--- src/rtl/spi_rx_pkg.sv ---
// spi_rx_pkg: shared definitions for the SPI slave receiver.
//   - default FIFO depth and synchronizer length
//   - dout bit positions and the empty-FIFO read word
//   - Hack memory-map address of the read register
//   - receiver state encoding and FIFO entry layout
package spi_rx_pkg;

    localparam int DEFAULT_DEPTH = 4;
    localparam int DEFAULT_SYNC  = 2;

    // dout layout: {overflow, 5'b0, first, cd, byte[7:0]}
    localparam int OVF_BIT   = 15;
    localparam int FIRST_BIT = 9;
    localparam int CD_BIT    = 8;
    localparam int BYTE_MSB  = 7;
    localparam int BYTE_LSB  = 0;

    localparam logic [15:0] EMPTY_WORD = 16'hFFFF;

    // Read register, placed next to the existing spi_* write addresses.
    localparam logic [14:0] SPI_RX_ADDR = 15'h6003;

    typedef enum logic {
        ST_IDLE  = 1'b0,
        ST_SHIFT = 1'b1
    } rx_state_e;

    typedef struct packed {
        logic       first;
        logic       cd;
        logic [7:0] data;
    } rx_entry_t;

    function automatic logic [15:0] pack_word(input logic ovf, input rx_entry_t e);
        logic [15:0] w;
        w                    = '0;
        w[OVF_BIT]           = ovf;
        w[FIRST_BIT]         = e.first;
        w[CD_BIT]            = e.cd;
        w[BYTE_MSB:BYTE_LSB] = e.data;
        return w;
    endfunction

endpackage

--- src/rtl/sync_fifo.sv ---
// sync_fifo: single-clock FIFO with extra-MSB pointers.
//   clk, rstn      : clock, synchronous active-low reset
//   push, din      : write request and data
//   pop            : remove head; ignored when empty
//   head           : current head entry (valid when !empty)
//   full, empty    : status
// A push while full is accepted only if a pop happens in the same cycle,
// in which case the freed slot is reused.
module sync_fifo #(
    parameter int WIDTH = 10,
    parameter int DEPTH = 4
) (
    input  logic             clk,
    input  logic             rstn,
    input  logic             push,
    input  logic             pop,
    input  logic [WIDTH-1:0] din,
    output logic [WIDTH-1:0] head,
    output logic             full,
    output logic             empty
);

    localparam int AW = $clog2(DEPTH);
    localparam logic [AW:0] PTR_ONE = {{AW{1'b0}}, 1'b1};

    logic [AW:0]      wr_ptr;
    logic [AW:0]      rd_ptr;
    logic [WIDTH-1:0] mem [DEPTH];
    logic             do_push;
    logic             do_pop;

    assign empty   = (wr_ptr == rd_ptr);
    assign full    = (wr_ptr[AW] != rd_ptr[AW]) && (wr_ptr[AW-1:0] == rd_ptr[AW-1:0]);
    assign do_pop  = pop && !empty;
    assign do_push = push && (!full || do_pop);
    assign head    = mem[rd_ptr[AW-1:0]];

    always_ff @(posedge clk) begin
        if (!rstn) begin
            wr_ptr <= '0;
            rd_ptr <= '0;
        end else begin
            if (do_push) wr_ptr <= wr_ptr + PTR_ONE;
            if (do_pop)  rd_ptr <= rd_ptr + PTR_ONE;
        end
    end

    // Storage is not reset; the pointers define what is valid.
    always_ff @(posedge clk) begin
        if (do_push) mem[wr_ptr[AW-1:0]] <= din;
    end

endmodule

--- src/rtl/spi_rx.sv ---
// spi_rx: SPI mode-0 slave receiver with tagged byte FIFO.
//   clk, rstn            : system clock, synchronous active-low reset
//   spi_sck/mosi/cdn/cen : SPI lines from the master, asynchronous to clk
//   rd                   : 1-cycle pulse, pop FIFO head
//   clr                  : 1-cycle pulse, clear the overflow flag
//   dout                 : {overflow, 5'b0, first, cd, byte}, 16'hFFFF when empty
//   empty                : FIFO empty
//   rcv                  : 1-cycle pulse per completed byte
//   overflow             : sticky, a byte was dropped on a full FIFO
//
// state    | meaning
// ---------+-----------------------------------------------------------
// ST_IDLE  | cen high (or not yet seen high since reset); bitcnt = 0
// ST_SHIFT | inside a cen-low frame, sampling mosi on each sck rise
module spi_rx
    import spi_rx_pkg::*;
#(
    parameter int DEPTH = DEFAULT_DEPTH,
    parameter int SYNC  = DEFAULT_SYNC
) (
    input  logic        clk,
    input  logic        rstn,
    input  logic        spi_sck,
    input  logic        spi_mosi,
    input  logic        spi_cdn,
    input  logic        spi_cen,
    input  logic        rd,
    input  logic        clr,
    output logic [15:0] dout,
    output logic        empty,
    output logic        rcv,
    output logic        overflow
);

    logic [SYNC-1:0] sck_sync;
    logic [SYNC-1:0] mosi_sync;
    logic [SYNC-1:0] cdn_sync;
    logic [SYNC-1:0] cen_sync;
    logic [SYNC-1:0] cen_fill;
    logic            sck_prev;

    logic            sck_s;
    logic            mosi_s;
    logic            cdn_s;
    logic            cen_s;
    logic            sck_rise;

    rx_state_e       state;
    logic [2:0]      bitcnt;
    logic [6:0]      sh;
    logic            first_pending;
    logic            armed;

    logic            sample_last;
    rx_entry_t       push_entry;
    rx_entry_t       head;
    logic            fifo_full;
    logic            fifo_empty;

    // Synchronizers. cen idles high so it resets to 1; the others reset to 0.
    // cen_fill tracks when the cen chain holds real pin samples rather than
    // reset values, so a low cen at reset release is not mistaken for a fall.
    always_ff @(posedge clk) begin
        if (!rstn) begin
            sck_sync  <= '0;
            mosi_sync <= '0;
            cdn_sync  <= '0;
            cen_sync  <= '1;
            cen_fill  <= '0;
            sck_prev  <= 1'b0;
        end else begin
            sck_sync  <= {sck_sync[SYNC-2:0], spi_sck};
            mosi_sync <= {mosi_sync[SYNC-2:0], spi_mosi};
            cdn_sync  <= {cdn_sync[SYNC-2:0], spi_cdn};
            cen_sync  <= {cen_sync[SYNC-2:0], spi_cen};
            cen_fill  <= {cen_fill[SYNC-2:0], 1'b1};
            sck_prev  <= sck_s;
        end
    end

    assign sck_s    = sck_sync[SYNC-1];
    assign mosi_s   = mosi_sync[SYNC-1];
    assign cdn_s    = cdn_sync[SYNC-1];
    assign cen_s    = cen_sync[SYNC-1];
    assign sck_rise = sck_s && !sck_prev;

    assign sample_last = (state == ST_SHIFT) && !cen_s && sck_rise && (bitcnt == 3'd7);
    assign push_entry  = {first_pending, cdn_s, sh, mosi_s};

    // A frame may only start after cen has been genuinely seen high since
    // reset; this is what makes a reset abort the rest of the current frame.
    always_ff @(posedge clk) begin
        if (!rstn) begin
            state         <= ST_IDLE;
            bitcnt        <= '0;
            sh            <= '0;
            first_pending <= 1'b1;
            armed         <= 1'b0;
            rcv           <= 1'b0;
        end else begin
            rcv <= sample_last;
            if (cen_fill[SYNC-1] && cen_s) armed <= 1'b1;
            case (state)
                ST_IDLE: begin
                    bitcnt        <= '0;
                    first_pending <= 1'b1;
                    if (armed && !cen_s) state <= ST_SHIFT;
                end
                ST_SHIFT: begin
                    if (cen_s) begin
                        // Any partial byte is simply dropped.
                        state         <= ST_IDLE;
                        bitcnt        <= '0;
                        first_pending <= 1'b1;
                    end else if (sck_rise) begin
                        sh     <= {sh[5:0], mosi_s};
                        bitcnt <= bitcnt + 3'd1;
                        if (bitcnt == 3'd7) first_pending <= 1'b0;
                    end
                end
                default: state <= ST_IDLE;
            endcase
        end
    end

    // Drop wins only when no pop frees a slot; set beats a same-cycle clr.
    always_ff @(posedge clk) begin
        if (!rstn) begin
            overflow <= 1'b0;
        end else if (sample_last && fifo_full && !rd) begin
            overflow <= 1'b1;
        end else if (clr) begin
            overflow <= 1'b0;
        end
    end

    sync_fifo #(
        .WIDTH ($bits(rx_entry_t)),
        .DEPTH (DEPTH)
    ) u_fifo (
        .clk   (clk),
        .rstn  (rstn),
        .push  (sample_last),
        .pop   (rd),
        .din   (push_entry),
        .head  (head),
        .full  (fifo_full),
        .empty (fifo_empty)
    );

    assign empty = fifo_empty;
    assign dout  = fifo_empty ? EMPTY_WORD : pack_word(overflow, head);

endmodule

--- config.mk ---
export PLATFORM = sky130hd
export DESIGN_NAME = spi_rx
export DESIGN_NICKNAME = d
export VERILOG_FILES = /design/src/rtl/spi_rx_pkg.sv /design/src/rtl/sync_fifo.sv /design/src/rtl/spi_rx.sv
export SDC_FILE = /design/constraint.sdc
export NUM_CORES = 1
export LEC_CHECK = 0
export ABC_AREA = 1
export CAP_MARGIN = 20
export CORE_ASPECT_RATIO = 0.6
export CORE_MARGIN = 2
export CORE_UTILIZATION = 40
export DETAILED_ROUTE_END_ITERATION = 10
export PLACE_DENSITY = 0.62
export SETUP_SLACK_MARGIN = 0.3
export SYNTH_ARGS = -nofsm -noshare
export SYNTH_HDL_FRONTEND = slang
export SYNTH_SLANG_ARGS = --single-unit
--- constraint.sdc ---
create_clock -name clk -period 2.2 [get_ports clk]
set_input_delay 0.44 -clock clk [delete_from_list [all_inputs] [get_ports clk]]
set_output_delay 0.44 -clock clk [all_outputs]
set_load 0.05 [all_outputs]
==> flow_summary_export.csv <==
group,metric,value,unit
global_routing,antenna_found_initial,0,
timing,post-route-period-util,0.907,
cts,cts_hold_buf,0,
synth,yosys_warnings,0,
setup_path,path_max_fanout,10,
global_routing,grt_max_degree,21,
timing,clock.fmax,0.501,GHz
synth,yosysUniqueCellTypes,27,
cts,cts_made_buffers,9,
floorplanning,pin_count,27,
pwr,peakVddDrop,0.491,mV
detailed_routing,drc,0,
setup_path,critical_path_class,"flip-flop to primary output",
timing,hold_violations,0,
setup_path,end_kind,"primary output",
detailed_routing,wl_per_cell,14.0,µm
pwr,powerDensity,748,nW/µm²
place,gp_congestion,0.810,
floorplanning,die_h,70.8,µm
detailed_routing,antenna_left,0,
synth,ys_ff_latch,74,
floorplanning,placeableCoreArea,7240,µm²
setup_path,slowest_delay,470,ps
cells_and_area,drive_gt1_frac,0.298,
cts,clock_latency,330,ps
place,dp_hpwl,3640,µm
cells_and_area,fin_nets,339,
synth,synth_edf_count,40,
detailed_routing,vias_per_cell,4.55,
setup_path,arrival,1550,ps
timing,setup_viol,0,
timing,finalClockSkew,4.08,ps
timing,final_max_slew_viol_count,0,
cells_and_area,syn_to_final_growth,31.0,%
setup_path,path_cells,"clkbuf_16 > o21ai_0 > o211ai_1 > buf_4",
detailed_routing,firstDrtPassIters,4,
worst_hold_path,hold_path.class,"flip-flop to flip-flop",
synth,seq_area_frac_synth,0.633,
synth,synth_async_sr_flop_share,0,
setup_path,cp_slowest_cell,"dfxtp_4",
detailed_routing,drt_iter0_markers,173,
cts,cts.clk_slew.worst_paths,60,ps
cells_and_area,antenna_cells,0,
synth,syn_area_per_cell,10.6,µm²
timing,relSlewSlack,0.667,
cells_and_area,ff_latch_area,1900,µm²
synth,ys.flop_type,"edfxtp_1",
floorplanning,die_area,8160,µm²
synth,syn-num-nets,296,
place,io_buffers,26,
cts,clock-sinks,74,
cts,cts_tree,"yes",
cells_and_area,fin_util,0.538,
worst_hold_path,hold-path-cell-count,2,
pwr,power.leakage,1.55,nW
cts,cts.htree.levels,3,
global_routing,overflow,0,
cts,cts_root_buf,"clkbuf_16",
cells_and_area,n_fill_cell,631,
synth,syn-cell-area,2970,µm²
global_routing,grt_pass1_vias,1822,
cts,clock_path_buffers,2,
detailed_routing,wl,6040,µm
detailed_routing,via_count,1971,
setup_path,cp-start-kind,"flip-flop",
run,maxCapViolations,0,
cells_and_area,multi_input_area,932,µm²
floorplanning,fp.dieW,115,µm
timing,worst_slew_pin_slew,499,ps
timing,fin_crit,1990,ps
floorplanning,initial_core_util,0.411,
global_routing,grt_first_pass_wirelength,9460,µm
synth,synthCells,281,
timing,rsz0062_at_grt,"true",
setup_path,worstRegToRegCells,7,
timing,setup_tns,0,ps
floorplanning,rows,24,
setup_path,regToRegSetupSlack,580,ps
global_routing,grt_usage,0.161,
run_status,status,"finished, final reports clean",
setup_path,required,1760,ps
==> metal layers <==
metal  track usage  part of all wire
met5             0                 0
met4        0.0509            0.0070
met3        0.0754             0.077
met2         0.214              0.42
met1         0.231              0.49
==> layout by cell type, fill, tap and decap left out, drive strengths merged <==
| cell | netlist | final |
|---|---|---|
| nor2 | 60 | 60 |
| edfxtp | 40 | 40 |
| nand2 | 34 | 35 |
| dfxtp | 34 | 34 |
| buf | 9 | 32 |
| inv | 30 | 29 |
| o21ai | 29 | 29 |
| clkbuf | 6 | 11 |
| o211ai | 10 | 10 |
| a21oi | 8 | 8 |
| ha | 7 | 7 |
| clkdlybuf4s50 | 0 | 7 |
| clkinvlp | 0 | 7 |
| nand3 | 6 | 6 |
| clkinv | 0 | 3 |
| or2 | 2 | 2 |
| xor2 | 2 | 2 |
| nand3b | 1 | 1 |
| nor3 | 1 | 1 |
| a211oi | 1 | 1 |
| o31ai | 1 | 1 |
| bufinv | 0 | 1 |
| dlygate4sd2 | 0 | 1 |
| dlymetal6s2s | 0 | 1 |
==> final cells by class <==
| type | count | area share |
|---|---|---|
| repair buffers | 43 | 0.127 |
| clock buffers | 9 | 0.0578 |
| repair inverters | 3 | 0.00578 |
| well taps | 104 | 0.0334 |
| multi-input cells | 163 | 0.239 |
| flip-flops and latches | 74 | 0.487 |
| clock inverters | 7 | 0.0177 |
| inverters | 30 | 0.0315 |
==> through the flow <==
step / power, mW / hold WS (ps) / area [µm²] / instances / worst slack, ps
after detailed placement: 1.53 / 399 / 3390 / 404 / 287
after global placement: 1.53 / 392 / 3390 / 404 / 295
final: 2.91 / 410 / 3890 / 433 / 205
after global routing: 3.02 / 429 / 3890 / 433 / 126
after floorplan: 1.51 / 390 / 2980 / 281 / 300
after CTS: 2.95 / 412 / 3830 / 430 / 223
==> worst max-delay path, delay by kind of cell (launching register included) <==
kind / cells / cell delay (ps)
buffers and inverters: 2 / 440
AOI/OAI and AO/OA: 2 / 300
DFF: 1 / 470
==> report_power, final <==
part	internal (mW)	leakage (nW)	total (mW)	switching, mW
registers	1.45	0.693	1.46	0.00460
logic	0.0196	0.717	0.0407	0.0211
clock network	0.873	0.139	1.42	0.544
total	2.34	1.55	2.91	0.569
==> cells in the mapped netlist, types with 4 or more instances <==
library cell / number / area share
a21oi_1: 4 / 0.0067
buf_4: 5 / 0.013
ha_1: 7 / 0.029
o21ai_0: 29 / 0.049
inv_2: 5 / 0.0063
clkbuf_1: 6 / 0.0076
a21oi_2: 4 / 0.012
nand3_1: 6 / 0.010
o211ai_1: 10 / 0.025
inv_1: 25 / 0.032
nand2_2: 9 / 0.019
dfxtp_1: 34 / 0.23
edfxtp_1: 40 / 0.40
nand2_1: 22 / 0.028
nor2_1: 54 / 0.068
==> kinds of logic (layout without fill, tap and decap cells) <==
family / count (synthesis) / in the layout / synth area share
AOI/OAI and AO/OA: 49 / 49 / 0.0976
DFF: 74 / 74 / 0.633
buffers and inverters: 45 / 92 / 0.0669
adders and majority gates: 7 / 7 / 0.0295
xor gates and xnor gates: 2 / 2 / 0.00589
and+or+nand+nor: 104 / 105 / 0.167
==> registers in the layout, summed over array words and instances, names as in the netlist, named ones only <==
register / flops
first_pending: 1
cdn_sync: 2
armed: 1
overflow: 1
cen_sync: 2
state: 1
u_fifo.rd_ptr: 3
sck_sync: 2
rcv: 1
bitcnt: 3
u_fifo.mem: 40
sck_prev: 1
cen_fill: 2
u_fifo.wr_ptr: 3
sh: 7
mosi_sync: 2
==> timing repair <==
action / in CTS / in global routing
cloned: 3 / 3
pin swaps: 3 / 9
setup endpoints to repair: 18 / 18
gates resized for setup: 24 / 15
buffers inserted: 7 / 0
==> path summary, 6_finish.rpt <==
check,startpoint,end
max,flip-flop,dout[0]
min,cen_fill[0],cen_fill[1]
max reg2reg,bitcnt[0],u_fifo.mem[2][1]
min reg2reg,cen_fill[0],cen_fill[1]
Power figures use the tool's default switching activity.
